### src/rtl/cpu_pkg.sv
// -----------------------------------------------------------------------------
// cpu_pkg
// Shared definitions for the CPU sequencer: FSM state encoding, opcode and
// condition-code constants, instruction field positions and flag bit indices.
// No ports; imported by cpu_sequencer and cond_check.
// -----------------------------------------------------------------------------
package cpu_pkg;

    // Sequencer states
    typedef enum logic [2:0] {
        ST_IDLE   = 3'd0,
        ST_FETCH  = 3'd1,
        ST_DECODE = 3'd2,
        ST_EXEC   = 3'd3,
        ST_MEM    = 3'd4,
        ST_WB     = 3'd5,
        ST_HALT   = 3'd6
    } state_t;

    // Opcodes that change the sequencing; every other value is a plain ALU op
    localparam logic [3:0] OPC_CMP  = 4'b1010;
    localparam logic [3:0] OPC_LDR  = 4'b1101;
    localparam logic [3:0] OPC_STR  = 4'b1110;
    localparam logic [3:0] OPC_HALT = 4'b1111;

    // Condition codes
    localparam logic [3:0] COND_EQ = 4'b0000;
    localparam logic [3:0] COND_NE = 4'b0001;
    localparam logic [3:0] COND_CS = 4'b0010;
    localparam logic [3:0] COND_CC = 4'b0011;
    localparam logic [3:0] COND_MI = 4'b0100;
    localparam logic [3:0] COND_PL = 4'b0101;
    localparam logic [3:0] COND_VS = 4'b0110;
    localparam logic [3:0] COND_VC = 4'b0111;
    localparam logic [3:0] COND_HI = 4'b1000;
    localparam logic [3:0] COND_LS = 4'b1001;
    localparam logic [3:0] COND_GE = 4'b1010;
    localparam logic [3:0] COND_LT = 4'b1011;
    localparam logic [3:0] COND_GT = 4'b1100;
    localparam logic [3:0] COND_LE = 4'b1101;
    localparam logic [3:0] COND_AL = 4'b1110;
    localparam logic [3:0] COND_NV = 4'b1111;

    // Instruction field bit positions
    localparam int COND_MSB   = 31;
    localparam int COND_LSB   = 28;
    localparam int OPC_MSB    = 27;
    localparam int OPC_LSB    = 24;
    localparam int S_BIT      = 23;
    localparam int DEST_MSB   = 22;
    localparam int DEST_LSB   = 19;
    localparam int SRC2_MSB   = 18;
    localparam int SRC2_LSB   = 15;
    localparam int SRC1_MSB   = 14;
    localparam int SRC1_LSB   = 11;
    localparam int SHIFT_MSB  = 10;
    localparam int SHIFT_LSB  = 6;
    localparam int IVMOV_MSB  = 18;
    localparam int IVMOV_LSB  = 3;

    // Flag bit indices inside the 4-bit NZCV register
    localparam int FLAG_N = 3;
    localparam int FLAG_Z = 2;
    localparam int FLAG_C = 1;
    localparam int FLAG_V = 0;

    // True for opcodes that need the MEM state
    function automatic logic is_mem_op(input logic [3:0] opc);
        return (opc == OPC_LDR) || (opc == OPC_STR);
    endfunction

endpackage

### src/rtl/cond_check.sv
// -----------------------------------------------------------------------------
// cond_check
// Combinational condition-code evaluator.
// Ports:
//   i_cond  [3:0]  condition field of the latched instruction
//   i_flags [3:0]  architectural NZCV register
//   o_pass         1 when the instruction should execute
// -----------------------------------------------------------------------------
module cond_check
    import cpu_pkg::*;
(
    input  logic [3:0] i_cond,
    input  logic [3:0] i_flags,
    output logic       o_pass
);

    logic w_n, w_z, w_c, w_v;

    assign w_n = i_flags[FLAG_N];
    assign w_z = i_flags[FLAG_Z];
    assign w_c = i_flags[FLAG_C];
    assign w_v = i_flags[FLAG_V];

    always_comb begin
        o_pass = 1'b0;
        case (i_cond)
            COND_EQ: o_pass = w_z;
            COND_NE: o_pass = !w_z;
            COND_CS: o_pass = w_c;
            COND_CC: o_pass = !w_c;
            COND_MI: o_pass = w_n;
            COND_PL: o_pass = !w_n;
            COND_VS: o_pass = w_v;
            COND_VC: o_pass = !w_v;
            COND_HI: o_pass = w_c && !w_z;
            COND_LS: o_pass = !w_c || w_z;
            COND_GE: o_pass = (w_n == w_v);
            COND_LT: o_pass = (w_n != w_v);
            COND_GT: o_pass = !w_z && (w_n == w_v);
            COND_LE: o_pass = w_z || (w_n != w_v);
            COND_AL: o_pass = 1'b1;
            COND_NV: o_pass = 1'b0;
            default: o_pass = 1'b0;
        endcase
    end

endmodule

### src/rtl/cpu_sequencer.sv
// -----------------------------------------------------------------------------
// cpu_sequencer
// Multi-cycle fetch/decode/execute/memory/writeback controller. Owns the PC,
// instruction register, NZCV flags and every enable strobe; the ALU and the
// register bank stay combinational and are fed from the latched instruction.
// Ports:
//   Clk, Reset       clock; synchronous active-low reset
//   start            one-cycle pulse, leaves IDLE/HALT and fetches at RESET_PC
//   mem_en/rw/addr   RAM request (rw 1=read), held until mem_ack
//   mem_wdata        store data for STR
//   mem_rdata/ack    RAM response; ack may come in the request cycle
//   instr            latched instruction register
//   alu_result/flags combinational ALU outputs for the current instr
//   src2_data        register-bank value of the src2 field (STR data)
//   flags            architectural NZCV register
//   rf_we/rf_wdata   one-cycle register-bank write strobe and data
//   pc               program counter
//   busy, halted     status
// -----------------------------------------------------------------------------
module cpu_sequencer
    import cpu_pkg::*;
#(
    parameter int          ADDR_W   = 16,
    parameter int unsigned RESET_PC = 0
) (
    input  logic              Clk,
    input  logic              Reset,
    input  logic              start,
    output logic              mem_en,
    output logic              mem_rw,
    output logic [ADDR_W-1:0] mem_addr,
    output logic [31:0]       mem_wdata,
    input  logic [31:0]       mem_rdata,
    input  logic              mem_ack,
    output logic [31:0]       instr,
    input  logic [31:0]       alu_result,
    input  logic [3:0]        alu_flags,
    input  logic [31:0]       src2_data,
    output logic [3:0]        flags,
    output logic              rf_we,
    output logic [31:0]       rf_wdata,
    output logic [ADDR_W-1:0] pc,
    output logic              busy,
    output logic              halted
);

    localparam logic [ADDR_W-1:0] PC_RST = ADDR_W'(RESET_PC);

    state_t              r_state;
    logic [ADDR_W-1:0]   r_pc;
    logic [31:0]         r_instr;
    logic [3:0]          r_flags;
    logic                r_mem_en;
    logic                r_mem_rw;
    logic [ADDR_W-1:0]   r_mem_addr;
    logic [31:0]         r_mem_wdata;
    logic                r_rf_we;
    logic [31:0]         r_rf_wdata;
    logic                r_busy;
    logic                r_halted;

    logic                w_cond_pass;
    logic [3:0]          w_opc;
    logic                w_s;
    logic [ADDR_W-1:0]   w_pc_inc;
    logic [ADDR_W-1:0]   w_res_addr;

    assign w_opc      = r_instr[OPC_MSB:OPC_LSB];
    assign w_s        = r_instr[S_BIT];
    // Natural modulo-2^ADDR_W wrap; no overflow handling is wanted
    assign w_pc_inc   = r_pc + 1'b1;
    assign w_res_addr = alu_result[ADDR_W-1:0];

    cond_check u_cond (
        .i_cond  (r_instr[COND_MSB:COND_LSB]),
        .i_flags (r_flags),
        .o_pass  (w_cond_pass)
    );

    // Outputs are registered: each transition loads the values the next
    // state must present, so the RAM request is already on the bus in the
    // first FETCH/MEM cycle and zero-wait acks complete in that cycle.
    always_ff @(posedge Clk) begin
        if (!Reset) begin
            r_state     <= ST_IDLE;
            r_pc        <= PC_RST;
            r_instr     <= '0;
            r_flags     <= '0;
            r_mem_en    <= 1'b0;
            r_mem_rw    <= 1'b1;
            r_mem_addr  <= '0;
            r_mem_wdata <= '0;
            r_rf_we     <= 1'b0;
            r_rf_wdata  <= '0;
            r_busy      <= 1'b0;
            r_halted    <= 1'b0;
        end else begin
            r_rf_we <= 1'b0;
            case (r_state)
                ST_IDLE, ST_HALT: begin
                    if (start) begin
                        r_state    <= ST_FETCH;
                        r_pc       <= PC_RST;
                        r_flags    <= '0;
                        r_mem_en   <= 1'b1;
                        r_mem_rw   <= 1'b1;
                        r_mem_addr <= PC_RST;
                        r_busy     <= 1'b1;
                        r_halted   <= 1'b0;
                    end
                end

                ST_FETCH: begin
                    if (mem_ack) begin
                        r_instr  <= mem_rdata;
                        r_mem_en <= 1'b0;
                        r_state  <= ST_DECODE;
                    end
                end

                ST_DECODE: begin
                    // HALT is decided before the condition: it stops
                    // regardless of flags and leaves pc on itself.
                    if (w_opc == OPC_HALT) begin
                        r_state  <= ST_HALT;
                        r_busy   <= 1'b0;
                        r_halted <= 1'b1;
                    end else if (!w_cond_pass) begin
                        r_pc       <= w_pc_inc;
                        r_state    <= ST_FETCH;
                        r_mem_en   <= 1'b1;
                        r_mem_rw   <= 1'b1;
                        r_mem_addr <= w_pc_inc;
                    end else begin
                        r_state <= ST_EXEC;
                    end
                end

                ST_EXEC: begin
                    r_rf_wdata <= alu_result;
                    if (w_s) begin
                        r_flags <= alu_flags;
                    end
                    if (is_mem_op(w_opc)) begin
                        r_state    <= ST_MEM;
                        r_mem_en   <= 1'b1;
                        r_mem_rw   <= (w_opc == OPC_LDR);
                        r_mem_addr <= w_res_addr;
                        if (w_opc == OPC_STR) begin
                            r_mem_wdata <= src2_data;
                        end
                    end else if (w_opc == OPC_CMP) begin
                        r_pc       <= w_pc_inc;
                        r_state    <= ST_FETCH;
                        r_mem_en   <= 1'b1;
                        r_mem_rw   <= 1'b1;
                        r_mem_addr <= w_pc_inc;
                    end else begin
                        r_state <= ST_WB;
                        r_rf_we <= 1'b1;
                    end
                end

                ST_MEM: begin
                    if (mem_ack) begin
                        if (w_opc == OPC_STR) begin
                            // Go straight to the next fetch; mem_en stays up
                            r_pc       <= w_pc_inc;
                            r_state    <= ST_FETCH;
                            r_mem_rw   <= 1'b1;
                            r_mem_addr <= w_pc_inc;
                        end else begin
                            r_rf_wdata <= mem_rdata;
                            r_rf_we    <= 1'b1;
                            r_mem_en   <= 1'b0;
                            r_state    <= ST_WB;
                        end
                    end
                end

                ST_WB: begin
                    r_pc       <= w_pc_inc;
                    r_state    <= ST_FETCH;
                    r_mem_en   <= 1'b1;
                    r_mem_rw   <= 1'b1;
                    r_mem_addr <= w_pc_inc;
                end

                default: begin
                    r_state  <= ST_IDLE;
                    r_mem_en <= 1'b0;
                    r_busy   <= 1'b0;
                    r_halted <= 1'b0;
                end
            endcase
        end
    end

    assign mem_en    = r_mem_en;
    assign mem_rw    = r_mem_rw;
    assign mem_addr  = r_mem_addr;
    assign mem_wdata = r_mem_wdata;
    assign instr     = r_instr;
    assign flags     = r_flags;
    assign rf_we     = r_rf_we;
    assign rf_wdata  = r_rf_wdata;
    assign pc        = r_pc;
    assign busy      = r_busy;
    assign halted    = r_halted;

endmodule

### config.mk
export PLATFORM = sky130hd
export DESIGN_NAME = cpu_sequencer
export DESIGN_NICKNAME = d
export VERILOG_FILES = /design/src/rtl/cpu_pkg.sv /design/src/rtl/cond_check.sv /design/src/rtl/cpu_sequencer.sv
export SDC_FILE = /design/constraint.sdc
export NUM_CORES = 1
export LEC_CHECK = 0
export BUFFER_PORTS_ARGS = -buffer_cell sky130_fd_sc_hd__clkbuf_2
export CELL_PAD_IN_SITES_DETAIL_PLACEMENT = 0
export CELL_PAD_IN_SITES_GLOBAL_PLACEMENT = 1
export CORE_MARGIN = 5
export CORE_UTILIZATION = 38
export DETAILED_ROUTE_END_ITERATION = 12
export PLACE_DENSITY_LB_ADDON = 0.12
export SLEW_MARGIN = 20
export SYNTH_ARGS = -nofsm -noshare
export SYNTH_HDL_FRONTEND = slang
export SYNTH_SLANG_ARGS = --single-unit
### constraint.sdc
create_clock -name Clk -period 4.3 [get_ports Clk]
set_input_delay 0.86 -clock Clk [delete_from_list [all_inputs] [get_ports Clk]]
set_output_delay 0.86 -clock Clk [all_outputs]
set_load 0.005 [all_outputs]
# Word level (Yosys, flattened, before mapping)
# Cells that the tools add are included.
# Widths: inputs -> output; s select.
[word_totals]
output_inout_bits = 137
inputBits = 104
ff_bits = 140
word_cells = 127
[classes]
addsub = 1
n_eq_ne = 39
reduce_logical = 25
muxes = 49
bitwise_logic = 1
[ops]
columns = ["cell", "n"]
rows = [
  ["$pmux 16 s5", 2],
  ["$mux 16", 8],
  ["$mux 32", 2],
  ["$pmux 32 s2", 1],
  ["$eq 4x4->1 const B", 12],
  ["$ne 2x2->1 const B", 11],
  ["$mux 3", 7],
  ["$mux 1", 18],
  ["$pmux 3 s6", 1],
  ["$add 16x1->16 const B", 1],
  ["$eq 4x3->1 const B", 4],
  ["$pmux 1 s16", 1],
  ["$reduce_and 3->1", 5],
  ["$reduce_and 7->1", 2],
  ["$eq 3x3->1 const B", 3],
  ["$eq 4x2->1 const B", 2],
  ["$mux 4", 2],
  ["$pmux 4 s2", 1],
  ["$reduce_and 8->1", 1],
  ["$eq 3x2->1 const B", 2],
  ["$pmux 1 s3", 2],
  ["$pmux 1 s6", 1],
  ["$pmux 1 s5", 1],
  ["$reduce_bool 5->1", 1],
  ["other kinds (17)", 24],
]

# Logic depth before layout (Yosys ltp)
[depth]
depth_word = 6
mapped_depth = 9
depth_no_buf = 7

# Cells and area by module
# From an unflattened synthesis, not the netlist that was laid out.
[unflattened]
hier_cells = 801
hier_area_um2 = 6344.8
[modules_own_cells]
columns = ["module", "area_per_inst_um2", "instances", "cells_per_inst"]
rows = [
  ["cpu_sequencer", 6189.7, 1, 778],
  ["cond_check", 155.1, 1, 23],
]

# Least setup slack after synthesis
# Ideal clock, no wire load.
[synth_timing]
kind = "input -> register"
start = "in start"
end = "reg r_pc[9], in the netlist pc[9]"
arrival_time_ns = 2.147
path_slack_ns = 2.093
setup_ns = 0.060
t_required_ns = 4.240
path_stages = 7
cell_sequence = "or3b_2 nand4_1 o22a_1 buf_4 nand2_1 nor2_2 a41o_1"
[synth_via]
elab_chain_cells = 2
[synth_rtl]
columns = ["element", "line_no", "text"]
rows = [
  ["start, declared", "cpu_sequencer.sv:28", "input logic start,"],
  ["$ne 2x2->1 (no line)", "n/a", ""],
  ["$reduce_and 8->1 (no line)", "n/a", ""],
  ["end signal, assigned", "cpu_sequencer.sv:129", "r_pc <= w_pc_inc;"],
  ["end signal, assigned", "cpu_sequencer.sv:153", "r_pc <= w_pc_inc;"],
  ["end signal, assigned", "cpu_sequencer.sv:168", "r_pc <= w_pc_inc;"],
  ["end, declared", "cpu_sequencer.sv:50", "logic [ADDR_W-1:0] r_pc;"],
]
# Every way passes these cells.
# A chain may end at the register's enable or synchronous reset.

# Worst setup path after layout
[layout_timing]
start = "reg r_state[1]"
end = "reg r_mem_addr[13], in the netlist mem_addr[13]"
[layout_via]
elab_chain_cells = 4
elab_cells_between_ends = 16
cone_classes = "11 x eq/ne; 1 x mux; 4 x reduce/logical"
[layout_rtl]
columns = ["element", "line_no", "text"]
rows = [
  ["start, declared", "cpu_sequencer.sv:49", "state_t r_state;"],
  ["start signal, assigned", "cpu_sequencer.sv:85", "r_state <= ST_IDLE;"],
  ["start signal, assigned", "cpu_sequencer.sv:102", "r_state <= ST_FETCH;"],
  ["start signal, assigned", "cpu_sequencer.sv:117", "r_state <= ST_DECODE;"],
  ["$eq 3x3->1 or $logic_not 3->1 (tied branches)", "cpu_sequencer.sv:99", "case (r_state)"],
  ["$reduce_or 2->1", "cpu_sequencer.sv:99", ""],
  ["$reduce_bool 5->1 (no line) or $ne 2x2->1 (tied branches)", "n/a", ""],
  ["$reduce_and 7->1 (no line)", "n/a", ""],
  ["end signal, assigned", "cpu_sequencer.sv:133", "r_mem_addr <= w_pc_inc;"],
  ["end signal, assigned", "cpu_sequencer.sv:148", "r_mem_addr <= w_res_addr;"],
  ["end signal, assigned", "cpu_sequencer.sv:157", "r_mem_addr <= w_pc_inc;"],
  ["end, declared", "cpu_sequencer.sv:55", "logic [ADDR_W-1:0] r_mem_addr;"],
]
# Several ways; a longest one is shown, not always the timed one.

==> metrics.md <==
| Metric | Value |
|---|---|
| Hold_ws | 453 ps |
| Crit path cell chain | nand2b_1, o21ai_1, a22o_1, a31oi_1, a211oi_1 |
| ANT nets after route | 0 |
| WP buf/inv | 0 |
| Register share of total power | 0.436 |
| Die area | 20000 sq um |
| Comb power frac | 0.108 |
| Post-CTS sizing | 0 |
| Fin nets | 1120 |
| Vias in the first global route | 6383 |
| Crit start category | flip-flop |
| Met3 Usage GRT | 0.0715 |
| Clock Pin Slew Worst Setup and Hold Paths | 70 ps |
| Psw | 880 uW |
| Pwr Density | about 380 nW/um^2 |
| Crit Path Category | flip-flop to flip-flop |
| Slew @ Worst Pin | 1050 ps |
| Post-synth EDFFs | 0 |
| Die Wd | about 140 um |
| Leakage | 0.00333 uW |
| Global-route wire length before repair | ~35000 um |
| CTS Hold Buffers Added | 0 |
| Highest-delay cell along the critical path | o21ai_1 |
| Clock share of power | 0.456 |
| Crit path time final | 2790 ps |
| Core area | ~17000 sq um |
| Mux cell area share after synthesis | 0.0617 |
| Share of layout cells above drive strength 1 | 0.297 |
| Top Family by Delay on Critical Path | compound AO/OA/AOI/OAI gates |
| CTS sink count | 140 |
| Syn_nets | 917 |
| Max-cap viol count | 0 |
| Final wirelength | 22200 um |
| Post-CTS Setup Inserts | 0 |
| CP arrival | 3120 ps |
| Clock latency at the later pin of the worst-skew pair | ~430 ps |
| Longest Clk Path Bufs | 2 |
| Iter 0 DRT Violations | 373 |
| Commonest non-fill, non-tap cell in the layout | clkbuf_2 |
| Largest family of logic cells by synthesized area | compound AO/OA/AOI/OAI gates |
| Post-DR wirelength/cell | between 15 and 20 um |
| P&R area growth vs syn | 28.1% |
| Sequential area share after synthesis | 0.427 |
| Largest net degree at the start of global routing | between 90 and 100 |
| TritonRoute pass-1 iters | 5 |
| Status | complete, no violations |
| Initial Utilization | 0.384 |
| Die extent in y | between 100 and 150 um |
| Total CTS buffers | 17 |
| ANT cells | 0 |
| Rel. slew slack | 0.298 |
| Top Usage Layer GRT | met2 |
| GP Congestion | 0.804 |
| Upper clock frequency limit | 0.359 GHz |
| Clock root buffer | clkbuf_16 |
| M2 GR Usage | 0.350 |
| Crit path largest cell delay | a little over 900 ps |
| Critical path endpoint category | flip-flop |
| CP Data Required Time | 4640 ps |
| Most frequent cells in the layout | clkbuf_2 (240), nand2_1 (166), dfxtp_1 (140), a21oi_1 (107), nor2_1 (53) |
| Synth Area in Compound Gates | 0.227 |
| Syn Inst Count | 812 |
| HP Class | flip-flop to flip-flop |
| Post-Synth XOR/XNOR Area | 0.0225 |
| Port Buffers | 240 |
| Yosys warnings | 0 |
| Synthesized area | ~6600 sq um |
| Layout Skew | ~12 ps |
| Synth Area in Adders | 0.00191 |
| # IOs | 241 |
| Grt ovf | 0 |
| Netlist cell types | 65 |
| Post-route setup TNS | 0 ps |
| GRT Total Usage | 0.218 |
| Syn Area/Cell | slightly above 8 sq um |
| Vias per inst | 5.26 |
| Final setup viols | 0 |
| Met1 Use GR | 0.277 |
| #FFs+latches synth | 140 |
| Vias | 6596 |
| RSZ-0062 raised after global routing | false |
| Fillers | 1767 |
| Total power | around 3200 uW |
| HPWL Detailed | approximately 16000 um |
| Pint | 2300 uW |
| Final Max Slew Viols | 0 |
| Final hold vios | 0 |
| CTS tree | done |
| Std cell rows | 48 |
| Ys async rst share | 0 |
| Crit Path Max Fanout | 26 |
| Crit share post-route | 0.648 |
| DRC errors left | 0 |
| Htree depth | 4 |
| Synth Area in Simple Gates | 0.206 |
| Top FF cell, synth | dfxtp_1 |
| Sw Share | 0.277 |
| VDD IR max | between 0.0003 and 0.0004 V |
| Antenna violations before repair | 0 |
## state kept, by name, indices dropped and copies added, names as in the netlist
signal and count:
rf_wdata 32, busy 1, instr 32, halted 1, mem_wdata 32, r_state 3
rf_we 1, pc 16, mem_rw 1, mem_addr 16, mem_en 1, flags 4
## tightest hold or removal path: cells and delay by family (launching register included)
family	cells	cell delay [ps]
AOI/OAI and AO/OA	1	50
and+or+nand+nor	1	50
DFF	1	310
## metal layers
metal	part of all wire	up-vias
met5	0	-
met2	0.46	233
li1	-	3307
met3	0.085	39
met4	0.024	0
met1	0.43	3017
## synth_stat cells, types with 10 or more instances
cell / number / area, sq um
a22oi_1: 14 / 105
nand2_1: 166 / 623
mux2i_1: 36 / 360
nand3_1: 14 / 70.1
a211oi_1: 49 / 368
buf_2: 18 / 90.1
nor2_1: 54 / 203
nand4_1: 12 / 75.1
clkbuf_1: 38 / 143
dfxtp_1: 140 / 2800
xnor2_1: 10 / 87.6
nor3_1: 12 / 60.1
o21ai_0: 22 / 110
a21oi_1: 107 / 536
## power groups by stage
stage / clock network [uW] / logic (uW) / registers (uW)
after detailed placement: 0 / 347 / 1410
final: 1450 / 344 / 1390
after global routing: 1540 / 387 / 1390
after global placement: 0 / 346 / 1410
after CTS: 1480 / 348 / 1380
after floorplan: 0 / 209 / 1400
## stage by stage
stage | std cells | setup slack, ps | utilization | instance area, sq um
after global placement | 1221 | 1480 | 0.458 | 7840
after detailed placement | 1221 | 1440 | 0.458 | 7840
final | 1253 | 1510 | 0.492 | 8420
after floorplan | 812 | 2090 | - | 6570
after CTS | 1253 | 1560 | 0.492 | 8420
after global routing | 1253 | 1260 | 0.492 | 8420
## logic make-up (layout without fill, tap and decap cells)
family,count (synthesis),count (layout)
buffers and inverters,77,293
adders and majority gates,1,1
xor gates and xnor gates,16,16
and+or+nand+nor,301,301
muxes,40,40
DFF,140,140
AOI/OAI and AO/OA,237,237
## area by class of cell
| class | count | area [sq um] | area share |
|---|---|---|---|
| Clock buffer | 17 | 425 | 0.0506 |
| Clock inverter | 15 | 150 | 0.0178 |
| Inverter | 8 | 32.5 | 0.00387 |
| Multi-Input combinational cell | 595 | 3420 | 0.407 |
| Sequential cell | 140 | 2800 | 0.333 |
| Tap cell | 225 | 282 | 0.0335 |
| Timing Repair Buffer | 253 | 1300 | 0.154 |
## path summary, 6_finish.rpt
kind | from | endpoint | slack, ps | cells past startpoint
worst max-delay path | r_state[1]$_SDFFE_PN0P_ | mem_addr[13]$_SDFFE_PN0P_ | 1510 | 5
worst min-delay path | mem_wdata[31]$_SDFFE_PN0P_ | mem_wdata[31]$_SDFFE_PN0P_ | 450 | 2
worst max register to register | r_state[1]$_SDFFE_PN0P_ | mem_addr[13]$_SDFFE_PN0P_ | 1510 | 5
worst min register to register | mem_wdata[31]$_SDFFE_PN0P_ | mem_wdata[31]$_SDFFE_PN0P_ | 450 | 2
(Power assumes the default switching activity.)
